--- src/rtl/gpio_apb_arbiter_if.sv ---
`default_nettype none
// ============================================================================
// Module   : gpio_apb_arbiter_if
// Brief    : Requester-side command/response bundle plus the APB master bus
//            of the GPIO arbiter. The 'master' modport is the arbiter's view;
//            the 'slave' modport is the environment (requesters + GPIO slave).
// Revision : 1.0 - initial release
// ============================================================================
interface gpio_apb_arbiter_if #(
  parameter int N_REQ          = 2,
  parameter int APB_ADDR_WIDTH = 12
);
  // Requester command side
  logic [N_REQ-1:0]                     req_i;
  logic [N_REQ-1:0][APB_ADDR_WIDTH-1:0] req_addr_i;
  logic [N_REQ-1:0][31:0]               req_wdata_i;
  logic [N_REQ-1:0]                     req_we_i;
  logic [N_REQ-1:0]                     gnt_o;

  // Requester response side
  logic [N_REQ-1:0]                     rsp_valid_o;
  logic [31:0]                          rsp_rdata_o;
  logic                                 rsp_err_o;
  logic                                 busy_o;

  // APB bus towards the GPIO slave
  logic [APB_ADDR_WIDTH-1:0]            PADDR;
  logic [31:0]                          PWDATA;
  logic                                 PWRITE;
  logic                                 PSEL;
  logic                                 PENABLE;
  logic [31:0]                          PRDATA;
  logic                                 PREADY;
  logic                                 PSLVERR;

  modport master (
    input  req_i, req_addr_i, req_wdata_i, req_we_i,
    input  PRDATA, PREADY, PSLVERR,
    output gnt_o, rsp_valid_o, rsp_rdata_o, rsp_err_o, busy_o,
    output PADDR, PWDATA, PWRITE, PSEL, PENABLE
  );

  modport slave (
    output req_i, req_addr_i, req_wdata_i, req_we_i,
    output PRDATA, PREADY, PSLVERR,
    input  gnt_o, rsp_valid_o, rsp_rdata_o, rsp_err_o, busy_o,
    input  PADDR, PWDATA, PWRITE, PSEL, PENABLE
  );
endinterface
`default_nettype wire

--- src/rtl/gpio_apb_arbiter.sv ---
`default_nettype none
// ============================================================================
// Module   : gpio_apb_arbiter
// Brief    : Round-robin arbiter sharing one APB slave (GPIO) between N_REQ
//            single-word requesters. Sequences SETUP/ACCESS, absorbs the
//            slave's registered PRDATA latency, enforces an ACCESS timeout and
//            routes a one-cycle response back to the originating requester.
// Revision : 1.0 - initial release
// ============================================================================
module gpio_apb_arbiter #(
  parameter int N_REQ          = 2,
  parameter int APB_ADDR_WIDTH = 12,
  parameter int RDATA_LAT      = 1,
  parameter int TIMEOUT        = 16
) (
  input  logic                HCLK,
  input  logic                HRESET,
  gpio_apb_arbiter_if.master  bus
);

  localparam int PTR_W = $clog2(N_REQ);
  // Counter only has to reach TIMEOUT-1
  localparam int CNT_W = (TIMEOUT > 1) ? $clog2(TIMEOUT) : 1;
  localparam logic [CNT_W-1:0] C_TO_LAST = CNT_W'((TIMEOUT > 0) ? (TIMEOUT - 1) : 0);

  typedef enum logic [1:0] {
    ST_IDLE   = 2'd0,
    ST_SETUP  = 2'd1,
    ST_ACCESS = 2'd2,
    ST_RDWAIT = 2'd3
  } state_t;

  state_t                    r_state;
  logic [PTR_W-1:0]          r_ptr;
  logic [PTR_W-1:0]          r_id;
  logic [CNT_W-1:0]          r_cnt;
  logic                      r_slverr;
  logic                      r_psel;
  logic                      r_penable;
  logic                      r_pwrite;
  logic [APB_ADDR_WIDTH-1:0] r_paddr;
  logic [31:0]               r_pwdata;
  logic [N_REQ-1:0]          r_rsp_valid;
  logic [31:0]               r_rsp_rdata;
  logic                      r_rsp_err;

  logic                      w_any;
  logic [PTR_W-1:0]          w_win;
  logic [N_REQ-1:0]          w_gnt;

  // (base + off) mod N_REQ without a divider; off is always < N_REQ
  function automatic logic [PTR_W-1:0] wrap_idx(input logic [PTR_W-1:0] base, input int off);
    int s;
    s = int'(base) + off;
    if (s >= N_REQ) s = s - N_REQ;
    return PTR_W'(s);
  endfunction

  // Round-robin search: first active request at or after r_ptr
  always_comb begin
    w_any = 1'b0;
    w_win = '0;
    for (int i = 0; i < N_REQ; i++) begin
      if (!w_any && bus.req_i[wrap_idx(r_ptr, i)]) begin
        w_any = 1'b1;
        w_win = wrap_idx(r_ptr, i);
      end
    end
  end

  // Grant is combinational and only ever offered while idle
  always_comb begin
    w_gnt = '0;
    if (r_state == ST_IDLE && w_any) w_gnt[w_win] = 1'b1;
  end

  // Transfer sequencer; all APB and response outputs are registered here
  always_ff @(posedge HCLK or posedge HRESET) begin
    if (HRESET) begin
      r_state     <= ST_IDLE;
      r_ptr       <= '0;
      r_id        <= '0;
      r_cnt       <= '0;
      r_slverr    <= 1'b0;
      r_psel      <= 1'b0;
      r_penable   <= 1'b0;
      r_pwrite    <= 1'b0;
      r_paddr     <= '0;
      r_pwdata    <= '0;
      r_rsp_valid <= '0;
      r_rsp_rdata <= '0;
      r_rsp_err   <= 1'b0;
    end else begin
      r_rsp_valid <= '0;
      case (r_state)
        ST_IDLE: begin
          if (w_any) begin
            r_id      <= w_win;
            r_ptr     <= wrap_idx(w_win, 1);
            r_paddr   <= bus.req_addr_i[w_win];
            r_pwdata  <= bus.req_wdata_i[w_win];
            r_pwrite  <= bus.req_we_i[w_win];
            r_psel    <= 1'b1;
            r_penable <= 1'b0;
            r_state   <= ST_SETUP;
          end
        end
        ST_SETUP: begin
          r_penable <= 1'b1;
          r_cnt     <= '0;
          r_state   <= ST_ACCESS;
        end
        ST_ACCESS: begin
          if (bus.PREADY) begin
            r_psel    <= 1'b0;
            r_penable <= 1'b0;
            r_slverr  <= bus.PSLVERR;
            if (r_pwrite || RDATA_LAT == 0) begin
              r_rsp_valid[r_id] <= 1'b1;
              r_rsp_rdata       <= r_pwrite ? 32'd0 : bus.PRDATA;
              r_rsp_err         <= bus.PSLVERR;
              r_state           <= ST_IDLE;
            end else begin
              // Registered-PRDATA slave: data shows up one cycle later
              r_state <= ST_RDWAIT;
            end
          end else if (TIMEOUT != 0 && r_cnt == C_TO_LAST) begin
            r_psel            <= 1'b0;
            r_penable         <= 1'b0;
            r_rsp_valid[r_id] <= 1'b1;
            r_rsp_rdata       <= 32'd0;
            r_rsp_err         <= 1'b1;
            r_state           <= ST_IDLE;
          end else begin
            r_cnt <= r_cnt + CNT_W'(1);
          end
        end
        ST_RDWAIT: begin
          r_rsp_valid[r_id] <= 1'b1;
          r_rsp_rdata       <= bus.PRDATA;
          r_rsp_err         <= r_slverr;
          r_state           <= ST_IDLE;
        end
        default: begin
          r_psel    <= 1'b0;
          r_penable <= 1'b0;
          r_state   <= ST_IDLE;
        end
      endcase
    end
  end

  assign bus.gnt_o       = w_gnt;
  assign bus.rsp_valid_o = r_rsp_valid;
  assign bus.rsp_rdata_o = r_rsp_rdata;
  assign bus.rsp_err_o   = r_rsp_err;
  assign bus.busy_o      = (r_state != ST_IDLE);
  assign bus.PADDR       = r_paddr;
  assign bus.PWDATA      = r_pwdata;
  assign bus.PWRITE      = r_pwrite;
  assign bus.PSEL        = r_psel;
  assign bus.PENABLE     = r_penable;

endmodule
`default_nettype wire

--- src/flat_wrapper.sv ---
// flat-port wrapper written by rule: the top's interface ports become plain ports
module gpio_apb_arbiter_flat 
#(
  parameter int N_REQ          = 2,
  parameter int APB_ADDR_WIDTH = 12,
  parameter int RDATA_LAT      = 1,
  parameter int TIMEOUT        = 16
)
  (HCLK, HRESET, bus_req_i, bus_req_addr_i, bus_req_wdata_i, bus_req_we_i, bus_PRDATA, bus_PREADY, bus_PSLVERR, bus_gnt_o, bus_rsp_valid_o, bus_rsp_rdata_o, bus_rsp_err_o, bus_busy_o, bus_PADDR, bus_PWDATA, bus_PWRITE, bus_PSEL, bus_PENABLE);
  gpio_apb_arbiter_if #(.N_REQ(N_REQ), .APB_ADDR_WIDTH(APB_ADDR_WIDTH)) bus_i ();
  input  logic HCLK;
  input  logic HRESET;
  input wire logic [$bits(bus_i.req_i)-1:0] bus_req_i;
  input wire logic [$bits(bus_i.req_addr_i)-1:0] bus_req_addr_i;
  input wire logic [$bits(bus_i.req_wdata_i)-1:0] bus_req_wdata_i;
  input wire logic [$bits(bus_i.req_we_i)-1:0] bus_req_we_i;
  input wire logic [$bits(bus_i.PRDATA)-1:0] bus_PRDATA;
  input wire logic [$bits(bus_i.PREADY)-1:0] bus_PREADY;
  input wire logic [$bits(bus_i.PSLVERR)-1:0] bus_PSLVERR;
  output wire logic [$bits(bus_i.gnt_o)-1:0] bus_gnt_o;
  output wire logic [$bits(bus_i.rsp_valid_o)-1:0] bus_rsp_valid_o;
  output wire logic [$bits(bus_i.rsp_rdata_o)-1:0] bus_rsp_rdata_o;
  output wire logic [$bits(bus_i.rsp_err_o)-1:0] bus_rsp_err_o;
  output wire logic [$bits(bus_i.busy_o)-1:0] bus_busy_o;
  output wire logic [$bits(bus_i.PADDR)-1:0] bus_PADDR;
  output wire logic [$bits(bus_i.PWDATA)-1:0] bus_PWDATA;
  output wire logic [$bits(bus_i.PWRITE)-1:0] bus_PWRITE;
  output wire logic [$bits(bus_i.PSEL)-1:0] bus_PSEL;
  output wire logic [$bits(bus_i.PENABLE)-1:0] bus_PENABLE;
  assign bus_i.req_i = bus_req_i;
  assign bus_i.req_addr_i = bus_req_addr_i;
  assign bus_i.req_wdata_i = bus_req_wdata_i;
  assign bus_i.req_we_i = bus_req_we_i;
  assign bus_i.PRDATA = bus_PRDATA;
  assign bus_i.PREADY = bus_PREADY;
  assign bus_i.PSLVERR = bus_PSLVERR;
  assign bus_gnt_o = bus_i.gnt_o;
  assign bus_rsp_valid_o = bus_i.rsp_valid_o;
  assign bus_rsp_rdata_o = bus_i.rsp_rdata_o;
  assign bus_rsp_err_o = bus_i.rsp_err_o;
  assign bus_busy_o = bus_i.busy_o;
  assign bus_PADDR = bus_i.PADDR;
  assign bus_PWDATA = bus_i.PWDATA;
  assign bus_PWRITE = bus_i.PWRITE;
  assign bus_PSEL = bus_i.PSEL;
  assign bus_PENABLE = bus_i.PENABLE;
  gpio_apb_arbiter #(.N_REQ(N_REQ), .APB_ADDR_WIDTH(APB_ADDR_WIDTH), .RDATA_LAT(RDATA_LAT), .TIMEOUT(TIMEOUT)) u_core (.HCLK(HCLK), .HRESET(HRESET), .bus(bus_i));
endmodule
--- config.mk ---
export PLATFORM = sky130hd
export DESIGN_NAME = gpio_apb_arbiter_flat
export DESIGN_NICKNAME = d
export VERILOG_FILES = /design/src/rtl/gpio_apb_arbiter_if.sv /design/src/rtl/gpio_apb_arbiter.sv /design/src/flat_wrapper.sv
export SDC_FILE = /design/constraint.sdc
export NUM_CORES = 1
export LEC_CHECK = 0
export ABC_AREA = 1
export BUFFER_PORTS_ARGS = -buffer_cell sky130_fd_sc_hd__buf_2
export CAP_MARGIN = 20
export CORE_MARGIN = 1
export CORE_UTILIZATION = 48
export DETAILED_ROUTE_END_ITERATION = 8
export GPL_TIMING_DRIVEN = 0
export PLACE_DENSITY = 0.91
export SYNTH_ARGS = -nofsm -noshare
export SYNTH_HDL_FRONTEND = slang
export SYNTH_SLANG_ARGS = --single-unit
--- constraint.sdc ---
create_clock -name HCLK -period 6.09 [get_ports HCLK]
set_clock_uncertainty 0.1 [all_clocks]
set_input_delay 0.3045 -clock HCLK [delete_from_list [all_inputs] [get_ports HCLK]]
set_output_delay 0.3045 -clock HCLK [all_outputs]
set_load 0.03 [all_outputs]
Yosys cells after proc, flatten, opt, wreduce, memory -nomap -nowiden
Cells that the tools add are included.

Register bits after elaboration: 91.

Add/sub/neg operators: 6. Eq/ne operators: 9. Magnitude comparators: 9. Multiplexer cells: 48. Reduce and logical (&&, ||, !) cells: 18.

Operators with widths (count): $mux W32 (5); $pmux W32 S2 (1); $mux W12 (2); $mux W1 (22); $mux W2 (8); $reduce_and A3 Y1 (4); $lt A1 B2 Y1 const B (4); $mux W4 (2); $pmux W2 S4 (1); $pmux W4 S2 (1); $reduce_bool A2 Y1 (4); $ne A3 B2 Y1 const B (2); $reduce_and A2 Y1 (3); $add A1 B1 Y2 const B (2); $add A4 B1 Y4 const B (1); $eq A2 B2 Y1 const B (2); $eq A4 B4 Y1 const B (1); $ge A2 B2 Y1 const B (2); $logic_and A1 B1 Y1 (4); $ne A2 B2 Y1 const B (2); $pmux W1 S2 (2); $pmux W2 S2 (1); $pmux W1 S3 (1); $reduce_bool A3 Y1 (1); 8 further kinds (12).

Depth between registers and ports, before layout
Word-level depth: 13. Gate-level depth with buffers: 8. Depth with buffers taken out: 7.

Worst setup path after synthesis
OpenSTA, ideal clock, no wires.

Kind: register to output. From: reg u_core.r_state[1]. To: out bus_gnt_o[1]. Data arrival time: 1.064 ns. Stages on the path, launching flop included: 6. Data required time: 5.685 ns. Path slack: 4.621 ns. Cell sequence: dfrtp_1 buf_6 nor2_4 inv_2 nor2_1 buf_2.

Word-level cells in the longest chain between the ends: 3.

RTL lines: from (decl) (line gpio_apb_arbiter.sv:33) `state_t r_state;`; from (signal assigned) (line gpio_apb_arbiter.sv:80) `r_state <= ST_IDLE;`; from (signal assigned) (line gpio_apb_arbiter.sv:105) `r_state <= ST_SETUP;`; from (signal assigned) (line gpio_apb_arbiter.sv:111) `r_state <= ST_ACCESS;`; $logic_not A2 Y1 (line gpio_apb_arbiter.sv:74) `if (r_state == ST_IDLE && w_any) w_gnt[w_win] = 1'b1;`; $logic_and A1 B1 Y1 (line gpio_apb_arbiter.sv:74); $mux W2 (line gpio_apb_arbiter.sv:74); to (decl) (line flat_wrapper.sv:20) `output wire logic [$bits(bus_i.gnt_o)-1:0] bus_gnt_o;`.

No other way between the ends.

Worst setup path after layout
From: reg u_core.r_state[1]. To: out bus_gnt_o[0].

Same word-level chain as after synthesis.

==> results.sh <==
export IMPL_synth_edf_count=0
export IMPL_io_buffers=212
export IMPL_cts_resized=0
export IMPL_initial_core_util_pct=50.4
export IMPL_synth_area_leader_cell="dfrtp_1"
export IMPL_synth_common_cells="189 x nand2_1, 119 x nand3_1, 91 x dfrtp_1, 13 x inv_1, 11 x buf_2"
export IMPL_worst_hold_path_type="input pin to flip-flop"
export IMPL_ant_nets=0
export IMPL_crit_fanout=10
export IMPL_synth_area_mm2=0.00398
export IMPL_p_leak_uw=0.00307
export IMPL_setup_violations=0
export IMPL_async_flop_share_pct=100
export IMPL_cts_root_buf="clkbuf_8"
export IMPL_power_density_mw_per_mm2=570
export IMPL_fmax_mhz=485
export IMPL_timing_slew_headroom_pct=68.9
export IMPL_grt_ovfl_total=0
export IMPL_fin_ws_ps=4030
export IMPL_total_power_uw=3070
export IMPL_htree_levels=3
export IMPL_worstPathRequired_ps=5690
export IMPL_clock_latency_ps=350
export IMPL_post_cts_setup_buffer_count=0
export IMPL_synth_cell_types=25
export IMPL_critPathLaunchType="flip-flop"
export IMPL_num_antenna_cells=0
export IMPL_nNetsFinal=820
export IMPL_ys_seq_elements=91
export IMPL_die_area_mm2=0.00865
export IMPL_postSynthAreaPerCell_um2=8.54
export IMPL_core_mm2=0.00789
export IMPL_hold_depth=3
export IMPL_io_pins=213
export IMPL_grt_usage_pct=25.3
export IMPL_drc=0
export IMPL_ys_seq_area_share_pct=57.3
export IMPL_antenna_found_initial=0
export IMPL_slew_viol_final=0
export IMPL_clk_pin_slew_worst_paths_ps=100
export IMPL_multiInputGateArea_mm2=0.00146
export IMPL_critical_path_class="flip-flop to output pin"
export IMPL_core_rowCount=32
export IMPL_drtIter0Drc=220
export IMPL_grt_pass1_wl_um=17300
export IMPL_cts_tree="done"
export IMPL_worstSetupEndpointType="output pin"
export IMPL_finalNonFillerCells=798
export IMPL_grt_pass1_vias=3879
export IMPL_seq_area_mm2=0.00228
export IMPL_ys_flop_type="dfrtp_1"
export IMPL_ys_top_cells_by_area="dfrtp_1 57%, nand2_1 18%, nand3_1 15%, buf_6 2.0%, buf_2 1.4%"
export IMPL_synthCells=466
export IMPL_placed_cells=781
export IMPL_post_drt_via_cell_ratio=5.02
export IMPL_fill_cells=643
export IMPL_wl_per_cell_um=13.6
export IMPL_vias=4005
export IMPL_yosysMostFrequentCell="nand2_1"
export IMPL_clk_path_buf_depth=2
export IMPL_gp_congestion=0.786
export IMPL_worstMarginPinSlew_ps=467
export IMPL_grt_setup_unrepaired="false"
export IMPL_fp_dieW_um=93.0
export IMPL_peakVddDrop_mv=0.308
export IMPL_yosys_warnings=0
export IMPL_cts_buffers=9
export IMPL_drive_gt1_share_pct=37.2
export IMPL_reg2regPathDepth=7
export IMPL_die_y_um=93.0
export IMPL_synth_nets=595
export IMPL_area_growth_pct=35.5
export IMPL_postCtsHoldBufs=1
export IMPL_wl_um=10800
export IMPL_cts_sinks=91
export IMPL_place_hpwl_um=8250
export IMPL_period_minus_slack_ps=2060
export IMPL_arrival_ps=1660
export IMPL_hold_viol=0
export IMPL_maxCapViolations=0
export IMPL_grt_max_degree=56
export IMPL_place_ws_ps=4400
export IMPL_status="finished clean"
export IMPL_drtPass1Iterations=5
export IMPL_setup_tns_ps=0
export IMPL_synth_top_area_share_pct=57.3
export IMPL_finalCritPeriodShare_pct=33.9
[cell usage in the layout (no fill, tap or decap)]
cell and n:
o21ai_0 2, clkinvlp_4 4, nor2_4 1, clkbuf_8 9
ha_1 1, o21ai_2 1, buf_4 3, inv_1 12
a21oi_1 2, a21oi_2 1, dlygate4sd3_1 1, buf_1 3
o21bai_1 2, nor2_2 2, buf_2 223, nand3_2 1
buf_6 7, nor2_1 5, clkbuf_1 5, buf_16 1
inv_4 1, nand2_2 1, nand2_1 189, dfrtp_1 91
nand4_1 1, inv_2 1, nand3_1 119, o211ai_1 1
inv_6 2, xnor2_1 1, inv_8 1, o21ai_1 2
[per-layer routing]
metal,vias to the layer above,track usage (%),share of wire (%)
li1,1952,-,-
met1,1862,29.7,40
met2,174,44.5,51
met3,17,7.40,8.0
met4,0,8.21,1.5
met5,-,0,0
[critical path: stages, from the launching register on]
cell and delay [ps]:
dfrtp_1 380, buf_6 140, nor2_4 110, o21ai_2 120, nor2_2 100, buf_2 220, buf_2 230
[cell families after synthesis]
group | share of synthesized area (%)
buf+inv | 6.01
compound gates | 1.76
simple gates | 34.4
flops | 57.3
xor+xnor | 0.220
fa+ha+maj | 0.315
[sequential cells by signal, indices dropped and copies added, names as in the netlist, 2 cells and up]
signal                  count
u_core.bus.PADDR           12
u_core.bus.PWDATA          32
u_core.bus.rsp_rdata_o     32
u_core.bus.rsp_valid_o      2
u_core.r_cnt                4
u_core.r_state              2
[final cells by class]
type	count	share of cell area, %
flip-flops and latches	91	42.3
well taps	102	2.37
multi-input cells	332	27.1
plain buffers	29	3.46
repair buffers	214	20.4
clock inverters	7	1.09
inverters	14	1.02
clock buffers	9	2.30
[power by group]
| part | switching, uW | total, uW | internal [uW] |
|---|---|---|---|
| combinational | 1160 | 1650 | 494 |
| sequential | 154 | 1050 | 892 |
| clock | 225 | 379 | 154 |
| total | 1530 | 3070 | 1540 |
[stage by stage]
step	hold slack, ps	area (um2)	util (%)
2_1_floorplan	301	3980	-
3_3_place_gp	309	5170	65.5
3_5_place_dp	259	5200	65.9
4_1_cts	31.5	5390	68.3
5_1_grt	42.4	5390	68.3
6_report	45.5	5390	68.3
[worst paths after layout]
check                                         startpoint                                      to  slack [ps]
max in group asynchronous                         HRESET                u_core.r_ptr$_DFFE_PP0P_        4830
setup reg to reg             u_core.r_cnt[0]$_DFFE_PP0P_  u_core.bus.rsp_rdata_o[15]$_DFFE_PP0P_        4470
hold / removal                       bus_req_wdata_i[25]       u_core.bus.PWDATA[25]$_DFFE_PP0P_          50
min in group asynchronous                         HRESET  u_core.bus.rsp_rdata_o[18]$_DFFE_PP0P_         420
hold reg to reg                  u_core.r_id$_DFFE_PP0P_     u_core.bus.rsp_valid_o[0]$_DFF_PP0_         350
setup / recovery           u_core.r_state[1]$_DFFE_PP0P_                            bus_gnt_o[0]        4030
No activity file was read; power rests on OpenSTA's default activity.
